`src/rtl/axis_mem_reader.sv`:
```
// Burst reader: streams consecutive RAM words out as AXI-stream.
// A 3-entry FIFO with read credits isolates TREADY from the RAM port.
module axis_mem_reader #(
  parameter int DATA_W = 32,
  parameter int ADDR_W = 10,
  parameter int LEN_W  = 16
) (
  input  logic              clk,
  input  logic              rst_n,
  input  logic              cmd_valid,
  output logic              cmd_ready,
  input  logic [ADDR_W-1:0] cmd_addr,
  input  logic [LEN_W-1:0]  cmd_len,
  output logic              mem_rd_en,
  output logic [ADDR_W-1:0] mem_rd_addr,
  input  logic [DATA_W-1:0] mem_rd_data,
  output logic [DATA_W-1:0] m_axis_tdata,
  output logic              m_axis_tvalid,
  input  logic              m_axis_tready,
  output logic              m_axis_tlast,
  output logic              busy,
  output logic              done
);

  typedef enum logic [1:0] {
    IDLE,
    READ,
    DRAIN,
    FIN
  } state_t;

  state_t state, state_nxt;

  logic [ADDR_W-1:0] addr;
  logic [LEN_W-1:0]  remaining;
  logic              inflight;
  logic              inflight_last;

  logic [DATA_W-1:0] fifo_data [3];
  logic [2:0]        fifo_last;
  logic [1:0]        wr_ptr;
  logic [1:0]        rd_ptr;
  logic [1:0]        cnt;

  logic push;
  logic pop;
  logic credit;
  logic rd_en;
  logic last_rd;
  logic accept;

  function automatic logic [1:0] ptr_inc(
    input logic [1:0] p
  );
    return (p == 2'd2) ? 2'd0 : p + 2'd1;
  endfunction

  // Credits count both queued words and the word returning from RAM.
  assign credit  = ({1'b0, cnt} + {2'b0, inflight}) < 3'd3;
  assign rd_en   = (state == READ) && (remaining != '0) && credit;
  assign last_rd = rd_en && (remaining == LEN_W'(1));
  assign accept  = cmd_valid && cmd_ready;

  assign push = inflight;
  assign pop  = m_axis_tvalid && m_axis_tready;

  assign cmd_ready     = (state == IDLE);
  assign busy          = (state != IDLE);
  assign done          = (state == FIN);
  assign mem_rd_en     = rd_en;
  assign mem_rd_addr   = addr;
  assign m_axis_tvalid = (cnt != 2'd0);
  assign m_axis_tdata  = fifo_data[rd_ptr];
  assign m_axis_tlast  = m_axis_tvalid && fifo_last[rd_ptr];

  always_ff @(posedge clk or negedge rst_n) begin
    if (!rst_n) begin
      state <= IDLE;
    end else begin
      state <= state_nxt;
    end
  end

  always_comb begin
    state_nxt = state;
    case (state)
      IDLE: begin
        if (cmd_valid) begin
          state_nxt = (cmd_len != '0) ? READ : FIN;
        end
      end
      READ: begin
        if (last_rd) begin
          state_nxt = DRAIN;
        end
      end
      DRAIN: begin
        if (pop && m_axis_tlast) begin
          state_nxt = FIN;
        end
      end
      FIN: begin
        state_nxt = IDLE;
      end
      default: begin
        state_nxt = IDLE;
      end
    endcase
  end

  always_ff @(posedge clk or negedge rst_n) begin
    if (!rst_n) begin
      addr          <= '0;
      remaining     <= '0;
      inflight      <= 1'b0;
      inflight_last <= 1'b0;
      wr_ptr        <= 2'd0;
      rd_ptr        <= 2'd0;
      cnt           <= 2'd0;
    end else begin
      inflight <= rd_en;
      if (accept) begin
        addr      <= cmd_addr;
        remaining <= cmd_len;
      end else if (rd_en) begin
        addr      <= addr + ADDR_W'(1);
        remaining <= remaining - LEN_W'(1);
      end
      if (rd_en) begin
        inflight_last <= last_rd;
      end
      if (push) begin
        wr_ptr <= ptr_inc(wr_ptr);
      end
      if (pop) begin
        rd_ptr <= ptr_inc(rd_ptr);
      end
      if (push && !pop) begin
        cnt <= cnt + 2'd1;
      end else if (pop && !push) begin
        cnt <= cnt - 2'd1;
      end
    end
  end

  // Storage holds no control state, so it is left unreset.
  always_ff @(posedge clk) begin
    if (push) begin
      fifo_data[wr_ptr] <= mem_rd_data;
      fifo_last[wr_ptr] <= inflight_last;
    end
  end

endmodule

```
`config.mk`:
```
export PLATFORM = sky130hd
export DESIGN_NAME = axis_mem_reader
export DESIGN_NICKNAME = d
export VERILOG_FILES = /design/src/rtl/axis_mem_reader.sv
export SDC_FILE = /design/constraint.sdc
export NUM_CORES = 1
export LEC_CHECK = 0
export ABC_AREA = 1
export CAP_MARGIN = 15
export CORE_MARGIN = 4
export CORE_UTILIZATION = 40
export CTS_CLUSTER_SIZE = 14
export DETAILED_ROUTE_END_ITERATION = 10
export PLACE_DENSITY = 0.66
export SLEW_MARGIN = 10
export SYNTH_ARGS = -nofsm -noshare
export SYNTH_HDL_FRONTEND = slang
export SYNTH_SLANG_ARGS = --single-unit
```
`constraint.sdc`:
```
create_clock -name clk -period 3.3 [get_ports clk]
set_input_delay 0.66 -clock clk [delete_from_list [all_inputs] [get_ports clk]]
set_output_delay 0.66 -clock clk [all_outputs]
set_load 0.02 [all_outputs]
```
## Yosys cells after proc, flatten, opt, wreduce, memory -nomap -nowiden

Memory sizes are Yosys's and may differ from the RTL's.
Cells that the tools add are included.

- Add/subtract/negate cells: 7
- Eq/ne operators: 9
- Magnitude comparators: 4
- Mux-type cells: 20
- Reductions and logical operators: 20

Operators with widths:

| operator | number |
|---|---|
| 16-bit two-way mux | 2 |
| 16-bit nonzero test | 2 |
| 10-bit two-way mux | 2 |
| 16-bit by 1-bit == test with 1-bit output, second input constant | 1 |
| 2-bit two-way mux | 8 |
| 16-bit by 1-bit subtractor with 16-bit output, second input constant | 1 |
| 10-bit by 1-bit adder with 10-bit output, second input constant | 1 |
| 1-bit logical AND | 10 |
| 2-bit == test, second input constant | 4 |
| 2-bit case mux with 4 select lines | 1 |
| 2-bit nonzero test | 4 |
| 2-bit by 1-bit adder with 2-bit output, second input constant | 3 |
| 2-bit by 3-bit less-than comparator with 1-bit output, second input constant | 2 |
| 2-bit != test, second input constant | 3 |
| 1-bit two-way mux | 4 |
| 2-bit by 1-bit adder with 3-bit output | 1 |
| 3-bit bitwise mux | 1 |
| 3-bit by 2-bit less-than comparator with 1-bit output, second input constant | 1 |
| 3-bit AND reduction | 1 |
| 1-bit binary-select mux with 2-bit select | 1 |
| 1-bit demux with 2-bit select | 1 |
| 2-bit by 1-bit == test with 1-bit output, second input constant | 1 |
| 2-bit by 1-bit >= comparator with 1-bit output, second input constant | 1 |
| 1-bit zero test | 2 |
| other kinds (2) | 2 |

- Memories: 1
- Output and inout bits: 48
- RAM bits: 96
- Input bits: 62
- Word-level logic and storage cells: 70
- Flip-flop bits (word level): 39

Memories:

| name | words | bits a word | read ports | clocked after Yosys merged registers in | write ports | line | RTL |
|---|---|---|---|---|---|---|---|
| fifo_data | 3 | 32 | 1 | 0 | 1 | 39 | `logic [DATA_W-1:0] fifo_data [3];` |

## Longest topological paths before layout

Gate-level depths: netlist of the first run.

- Depth after elaboration: 6
- Gate-level depth with buffers: 11
- Gate-level depth less buffers: 11

## Least setup slack after synthesis of the first run

OpenSTA, ideal clock, no wires.

- Kind: register to register
- Start point: reg inflight
- End point: mem fifo_data[0][0] (enable)
- Data required time: 2834 ps
- Buffers on the path: 0
- Slack: 68 ps
- Period minus slack after synthesis: 3232 ps
- Cell stages (with the launch flop): 3
- Data arrival time: 2766 ps
- Path through: dfrtp_1 -> inv_1 -> nor3_1

- Word-level cells in the longest chain between the ends: 2

Ends and longest elaborated chain:

| element | line | RTL |
|---|---|---|
| start: declaration | 36 | `logic inflight;` |
| start signal: assignment | 121 | `inflight <= rd_en;` |
| 1-bit two-way mux | 148 | `if (push) begin` |
| 1-bit two-way mux (implied by the code) | 149 | `fifo_data[wr_ptr] <= mem_rd_data;` |
| end: declaration | 39 |  |

Every way passes these cells.

## Worst setup path in the final report of the first run

- Start point: reg inflight
- End point: out mem_rd_en

- Word-level cells in the longest chain between the ends: 3

Ends and longest elaborated chain:

| element | line | RTL |
|---|---|---|
| 2-bit by 1-bit adder with 3-bit output | 59 | `assign credit = ({1'b0, cnt} + {2'b0, inflight}) < 3'd3;` |
| 3-bit by 2-bit less-than comparator with 1-bit output | 59 |  |
| 1-bit logical AND | 60 | `assign rd_en = (state == READ) && (remaining != '0) && credit;` |
| end: declaration | 14 | `output logic mem_rd_en,` |

Every way passes these cells.

==> results of run 1 <==
## area by class of cell
cell class	instances	area [um^2]	share of cell area
sequential	135	3870	0.485
multi-input combinational	394	1950	0.244
timing repair buffer	122	1210	0.152
clock buffer	22	454	0.0569
tap	184	230	0.0288
inverter	40	155	0.0194
clock inverter	10	104	0.0130
## worst paths after layout
kind,startpoint,to,cells after the start
max in group asynchronous,rst_n,cnt[0]$_DFFE_PN0P_,2
worst max-delay path,inflight$_DFF_PN0_,mem_rd_en,6
worst min register to register,inflight_last$_DFFE_PN0P_,fifo_last[0]$_DFFE_PP_,0
min in group asynchronous,rst_n,remaining[15]$_DFFE_PN0P_,2
worst min-delay path,inflight_last$_DFFE_PN0P_,fifo_last[0]$_DFFE_PP_,0
worst max register to register,inflight$_DFF_PN0_,remaining[9]$_DFFE_PN0P_,7
## stage by stage
| stage | total power [W] | hold slack (ns) | utilization |
|---|---|---|---|
| after floorplan | 0.00468 | 0.364 | - |
| after global placement | 0.00587 | 0.494 | 0.505 |
| after detailed placement | 0.00596 | 0.510 | 0.505 |
| after CTS | 0.00775 | 0.523 | 0.543 |
| after global routing | 0.00817 | 0.542 | 0.543 |
| final | 0.00768 | 0.512 | 0.543 |
## state kept, by name, indices dropped and copies added (netlist names)
name           cells
inflight_last      1
cnt                2
inflight           1
rd_ptr             2
wr_ptr             2
remaining         16
fifo_last          3
state              2
fifo_data         96
mem_rd_addr       10
## per-layer routing
| layer | global-route usage | vias up | part of all wire |
|---|---|---|---|
| met5 | 0 | - | 0 |
| li1 | - | 2227 | - |
| met1 | 0.214 | 2188 | 0.45 |
| met2 | 0.264 | 138 | 0.49 |
| met4 | 0.0478 | 0 | 0.0078 |
| met3 | 0.0485 | 9 | 0.059 |
## worst max-delay path, cell delays in order (launching register included)
cell	delay [ns]
dfrtp_1	0.42
ha_1	0.22
ha_1	0.26
a21oi_1	0.30
nand2_4	0.14
inv_1	0.09
clkdlybuf4s50_1	0.62
## power breakdown
part / switching [W] / internal [W] / total [W]
Sequential: 0.000258 / 0.00225 / 0.00251
Clock: 0.000654 / 0.00112 / 0.00177
Combinational: 0.00207 / 0.00132 / 0.00339
Total: 0.00298 / 0.00470 / 0.00768
## kinds of logic (layout without fill, tap and decap cells)
logic type      after synthesis  in the layout
flops                       135            135
simple gates                338            338
buf+inv                      61            194
compound gates               31             31
xor+xnor                     14             14
fa+ha+maj                    11             11
## layout by cell type, fill, tap and decap left out, types with 7 or more instances in the layout
cell type	n
xnor2_1	7
clkdlybuf4s50_1	109
inv_1	37
o21ai_2	8
buf_4	11
ha_1	11
nand2_1	182
a21oi_1	9
clkbuf_16	17
edfxtp_1	99
nand3_1	97
nor2_1	31
dfrtp_1	36
o21ai_0	11
xor2_1	7
==> results_dict.tcl, run 1 <==
set metrics [dict create \
    final_area_um2 7980 \
    ys_types 31 \
    cts_resized 0 \
    gr-total-overflow 0 \
    synth_fa_ha_area_frac 0.0226 \
    synth-edff-count 99 \
    synthMuxAreaShare 0 \
    place_area_um2 7420 \
    max_freq_mhz 321 \
    hpwl_um 9630 \
    drt_iter0_markers 264 \
    diodes 0 \
    required_ns 2.64 \
    cts_tree "done" \
    synth_ff_type "edfxtp_1" \
    synth_largest_area_cell "edfxtp_1" \
    power_density_nw_per_um2 962 \
    avgSynthCellArea_um2 10.3 \
    path_clk_slew_ns 0.05 \
    worstMarginPinSlew_ns 0.855 \
    ys_ff_latch 135 \
    cts_setup_buffers 0 \
    finalCritPeriodShare 0.943 \
    place_ws_ns 0.590 \
    fp.coreArea_um2 14700 \
    wirelength_um 13900 \
    avgViaCountPerCell 5.03 \
    synth_commonest_cells "nand2_1 (182), edfxtp_1 (99), nand3_1 (97)" \
    final_hold_viol_count 0 \
    crit_path_start_kind "flop" \
    relSlewSlack 0.428 \
    hp-class "reg2reg" \
    regToRegSetupSlack_ns 0.97 \
    wl_per_cell_um 15.3 \
    grt_antenna_before_repair 0 \
    slew_violations 0 \
    ir_drop_mv 0.459 \
    synthCells 590 \
    ant_nets 0 \
    placed_cells 875 \
    dieArea_um2 17200 \
    synthXorXnorAreaFrac 0.0202 \
    worstSetupPathType "reg2out" \
    outcome "finished, final reports clean" \
    crit_fanout 8 \
    grt.total_usage 0.163 \
    cts-root-buf "clkbuf_16" \
    setup_slack_ns 0.190 \
    syn_nets 663 \
    drv_cap 0 \
    yosysTopAreaCellShare 0.489 \
    drcViolationCount 0 \
    setup_tns_ns 0 \
    vias 4562 \
    grt_max_degree 37 \
    end_kind "primary output" \
    start_util 0.414 \
    nNetsFinal 783 \
    clkSinkCount 135 \
    rsz0062_at_grt "no" \
    yosysSeqAreaShare 0.637 \
    drive_gt1_frac 0.0954 \
    portBuffers 109 \
    yosysWarnings 0 \
    fp.dieW_um 131 \
    gp_congestion 0.826 \
    area_growth_syn_to_layout_pct 31.2 \
    clock_path_buffers 2 \
    fin_cells 907 \
    ys_top_cells_by_area "edfxtp_1 (49%), dfrtp_1 (15%), nand2_1 (11%)" \
    synth_area_um2 6080 \
    ios 110 \
    setup_viol 0 \
    cts_made_buffers 17 \
    skew_ns 0.00828 \
    cts_htree_levels 4 \
    fin_crit_ns 3.11 \
    p_leak_nw 3.21 \
    worstPathArrival_ns 2.45 \
    grt_first_pass_wirelength_um 22600 \
    drt_first_pass_iters 5 \
    holdBufCountCts 0 \
    synth.most_common_cell "nand2_1" \
    synth_compound_area_frac 0.0317 \
    synth_top_family_by_area "simple AND/OR/NAND/NOR gates" \
    clk_latency_ns 0.41 \
    synth_async_sr_flop_share 0.267 \
    nFillCells 1252 \
    fp.dieH_um 131 \
    grt_pass1_vias 4465 \
    core.rowCount 44 \
    synth-simple-area-share 0.244 \
]
Note: power is estimated with default switching activity, not from simulation.
==> inputs of run 2 (changes only) <==
--- a/config.mk
+++ b/config.mk
@@ -11,7 +11,7 @@
 export CORE_UTILIZATION = 40
 export CTS_CLUSTER_SIZE = 14
 export DETAILED_ROUTE_END_ITERATION = 10
-export PLACE_DENSITY = 0.66
+export DONT_BUFFER_PORTS = 1
 export SLEW_MARGIN = 10
 export SYNTH_ARGS = -nofsm -noshare
 export SYNTH_HDL_FRONTEND = slang
==> run 2 against run 1 <==
Effect of this change: combinational power down 24%; clock skew down 0.00073 ns; global-route usage down 0.33 points; fmax grew 4.7%; cell count is 12% lower; worst hold slack got worse by 0.43 ns; flip-flop and latch count unchanged; routed wire length fell by 3.7%; non-clock buffer count shrank 106; core utilization is 6.9 points lower; sequential power is 4% higher; clock power up 11%; critical endpoint is now m_axis_tdata[19]; largest power group is now sequential cells.
==> results_dict.tcl, run 2 (synthesis results as in run 1) <==
set metrics [dict create \
    cp_cell_sequence "clkinv_1 -> buf_4 -> nand3_1 -> nand3_1 -> buf_4" \
    path_clk_slew_ns 0.06 \
    setup_tns_ns 0 \
    r2r_cells 9 \
    end_kind "primary output" \
    vias 4176 \
    placed_cells 768 \
    wirelength_um 13400 \
    cts_setup_buffers 0 \
    hp-class "in2async" \
    fin_cells 801 \
    fp.coreArea_um2 14700 \
    drcViolationCount 0 \
    drt_first_pass_iters 4 \
    fin_crit_ns 2.97 \
    ios 110 \
    grt_antenna_before_repair 0 \
    crit_fanout 22 \
    r2r_end "mem_rd_addr[2]$_DFFE_PN0P_" \
    cts_resized 0 \
    grt_first_pass_wirelength_um 21900 \
    skew_ns 0.00755 \
    drv_cap 0 \
    finalCritPeriodShare 0.900 \
    cts_tree "done" \
    clock_path_buffers 2 \
    timing.rr.start "state[0]$_DFFE_PN0P_" \
    diodes 0 \
    rsz0062_at_grt "no" \
    crit_path_start_kind "flop" \
    clk_latency_ns 0.41 \
    clkSinkCount 135 \
    regMostFlops "fifo_data" \
    p_int_w 0.00425 \
    fp.dieW_um 131 \
    setup_viol 0 \
    max_freq_mhz 337 \
    gp_congestion 0.846 \
    layout_commonest_cell "nand2_1" \
    cts_htree_levels 4 \
    start_util 0.414 \
    ant_nets 0 \
    hpwl_um 9250 \
    required_ns 2.64 \
    grt_pass1_vias 4074 \
    fp.dieH_um 131 \
    avgViaCountPerCell 5.21 \
    grt.total_usage 0.160 \
    cpMaxStageDelayCell "dfrtp_1" \
    largest_register_ffs 96 \
    grt_max_degree 37 \
    p_leak_nw 2.83 \
    clkPwrFrac 0.275 \
    worstMarginPinSlew_ns 0.676 \
    cts-root-buf "clkbuf_16" \
    p_sw_frac 0.407 \
    drt_iter0_markers 205 \
    core.rowCount 44 \
    area_growth_syn_to_layout_pct 14.5 \
    slew_violations 0 \
    gr-total-overflow 0 \
    portBuffers 0 \
    power_frac_comb 0.361 \
    ir_drop_mv 0.426 \
    wl_per_cell_um 16.7 \
    seqPwrFrac 0.364 \
    relSlewSlack 0.548 \
    dieArea_um2 17200 \
    drive_gt1_frac 0.122 \
    regToRegSetupSlack_ns 0.99 \
    mostFrequentLayoutCells "nand2_1 (182), edfxtp_1 (99), nand3_1 (97)" \
    worstPathArrival_ns 2.31 \
    power_density_nw_per_um2 1030 \
    final_hold_viol_count 0 \
    outcome "finished, final reports clean" \
    cts_made_buffers 17 \
    worstSetupPathType "reg2out" \
    critPathMaxStageDelay_ns 0.65 \
    switchingPower_w 0.00291 \
    nNetsFinal 677 \
]
[run 2: through the flow]
| step | total power [W] | hold slack (ns) | utilization | setup slack [ns] | cell area, um^2 |
|---|---|---|---|---|---|
| floorplan | 0.00468 | 0.364 | - | 0.0677 | 6080 |
| global placement | 0.00516 | 0.366 | 0.430 | 0.832 | 6320 |
| detailed placement | 0.00524 | 0.366 | 0.430 | 0.776 | 6320 |
| CTS | 0.00724 | 0.0844 | 0.474 | 0.333 | 6970 |
| global route | 0.00765 | 0.0887 | 0.474 | 0.126 | 6970 |
| finish | 0.00717 | 0.0869 | 0.474 | 0.330 | 6970 |
[run 2: metal layers]
layer  GRT usage  share of wire  vias up
met5           0              0        -
met1       0.198           0.42     1994
li1            -              -     2028
met3      0.0615          0.079       16
met4      0.0613          0.015        0
met2       0.254           0.48      138
[run 2: how the worst max path moves through the flow]
stage | startpoint | endpoint | slack [ns] | cells after the start
after CTS | rd_ptr[1]$_DFFE_PN0P_ | m_axis_tdata[19] | 0.33 | 5
after global placement | rd_ptr[1]$_DFFE_PN0P_ | m_axis_tdata[19] | 0.83 | 5
after floorplan | inflight$_DFF_PN0_ | fifo_data[0][0]$_DFFE_PP_ | 0.07 | 2
final | rd_ptr[1]$_DFFE_PN0P_ | m_axis_tdata[19] | 0.33 | 5
after global routing | rd_ptr[1]$_DFFE_PN0P_ | m_axis_tdata[19] | 0.13 | 5
after detailed placement | rd_ptr[1]$_DFFE_PN0P_ | m_axis_tdata[19] | 0.78 | 5
[run 2: worst max-delay path: cells and delay by family, from the launching register on]
kind / cells / cell delay, ns
DFF: 1 / 0.65
buffers and inverters: 3 / 1.06
and+or+nand+nor: 2 / 0.19
[run 2: layout make-up]
cell class	instances	area [um^2]
Timing Repair Buffer	16	133
Clock buffer	19	433
Tap cell	184	230
Multi-Input combinational cell	394	1950
Fill cell	1336	7730
Inverter	40	155
Clock inverter	13	193
Sequential cell	135	3870
[run 2: repair_timing]
item / in CTS / in global routing
setup endpoints to repair: 0 / 0
hold endpoints to repair: 36 / 0
hold buffers: 1 / 0
[run 2: power groups by stage]
| stage | Sequential [W] | Clock, W | Combinational (W) |
|---|---|---|---|
| floorplan | 0.00254 | 0 | 0.00213 |
| global route | 0.00265 | 0.00210 | 0.00290 |
| detailed placement | 0.00263 | 0 | 0.00261 |
| global placement | 0.00262 | 0 | 0.00254 |
| CTS | 0.00260 | 0.00201 | 0.00263 |
| finish | 0.00261 | 0.00197 | 0.00259 |
==> RTL change, RTL diff (settings of run 2) <==
The parameter `DATA_W` goes from 32 to 40.
--- a/src/rtl/axis_mem_reader.sv
+++ b/src/rtl/axis_mem_reader.sv
@@ -3,3 +3,3 @@
 module axis_mem_reader #(
-  parameter int DATA_W = 32,
+  parameter int DATA_W = 40,
   parameter int ADDR_W = 10,
Ports: changed (resized m_axis_tdata and mem_rd_data); port bits go from 110 to 126. No check against the original RTL was run, so the function may have changed too.
==> RTL change against run 2 <==
  * Sequential share of layout area is 3.6 points higher
  * Count of clock-buffer cells in the layout down 1
  * Fmax grew 5.3%
  * Combinational power grew 8.1%
  * Synthesized area is 13% higher
  * Setup slack gained 0.15 ns
  * Cell area is 11% higher
  * Sequential cell count is 24 higher
  * Worst hold slack worse by 0.0067 ns
  * Routed wire length rose by 12%
  * Power increased by 6.5%
  * Die area grew 13%
==> RTL change: results (changes against run 2) <==
Combinational Power Share=36.6% (+0.5 points); vias in the first global route=4,574 (+12%); Crit Path Max Fanout=21 (-4.5%); syn nets=730 (+10%); worst slack, placed=0.907 ns (+0.131 ns); met3 routed WL=1480 µm (+40%); Mean Syn Cell Area=10.6 µm² (+3.1%); Fill cells=1,554 (+16%); largest net degree at the start of global routing=44 (+19%); Wirelength per Cell=16.8 µm (+0.45%); layout cell share with drive strength beyond 1=10.1% (-2.0 points); wl on met1=6180 µm (+9.6%); WL met2=6920 µm (+6.7%); gate family responsible for the most delay along the worst path=simple AND/OR/NAND/NOR gates; VDD IR-drop max=0.432 mV (+1.4%); Vias/cell=5.13 (-1.6%); dpl hpwl=9970 µm (+7.9%); Leak=3.05 nW (+7.9%); asr flop ratio synth=22.6% (-4.0 points); status=complete, no violations; cell area after placement=7180 µm² (+14%); GPL Wtd Cong=0.828 (-2.1%); DR iter-0 viols=201 (-2.0%); NetSw=3.21 mW (+10%); DRT Pass-1 Iters=5 (+1); dominant cells by area after synthesis=edfxtp_1, dfrtp_1, nand2_1, nand3_1, inv_1; max reg flops=120 (+25%); final std cells w/o fill=890 (+11%); EDFF count, synth=123 (+24%)
[RTL change: cell count changes after synthesis, moves of 2 or more]
cell | before | now
buf_1 | 3 | 5
clkbuf_1 | 12 | 14
clkbuf_8 | 2 | 0
edfxtp_1 | 99 | 123
nand2_1 | 182 | 202
nand2_2 | 4 | 0
nand3_1 | 97 | 117
nand3_2 | 4 | 1
nor2_1 | 31 | 26
nor2_2 | 2 | 6
o21ai_1 | 0 | 2
o21ai_2 | 8 | 6
[RTL change: final cells by class]
class / instances / share of cell area [%]
Sequential cell: 159 / 59.2
Multi-Input combinational cell: 424 / 26.5
Timing Repair Buffer: 14 / 1.52
Clock inverter: 14 / 1.71
Inverter: 41 / 2.00
Clock buffer: 18 / 5.53
Tap cell: 220 / 3.55
[RTL change: final timing paths]
path                                     to  slack (ns)  depth (start not counted)            from
max                        m_axis_tdata[30]        0.48                          4       rd_ptr[1]
min                          mem_rd_addr[9]        0.08                          1           rst_n
max reg2reg                    remaining[6]        1.07                          8        inflight
min reg2reg                   remaining[12]        0.51                          2   remaining[12]
max in group asynchronous            cnt[0]        3.02                          1           rst_n
min in group clk            fifo_data[1][4]        0.34                          0  mem_rd_data[4]
[RTL change: logic make-up (layout without fill, tap and decap cells)]
kind of cell	after synthesis	count (layout)	synth area share (%)
DFF	159	159	66.6
and+or+nand+nor	368	368	23.1
xor gates and xnor gates	14	14	1.78
AOI/OAI and AO/OA	31	31	2.70
buffers and inverters	66	87	3.85
adders and majority gates	11	11	2.00
[RTL change: repair_timing]
item	in CTS	in global routing
resized for setup	0	0
endpoints found under the hold margin	36	0
buffers inserted	0	0
hold buffers	1	0
[RTL change: layer usage]
layer	track usage [%]	vias to the layer above
met1	19.8	2136
met2	24.3	181
met3	6.48	24
met4	5.82	0
met5	0	-
li1	-	2223
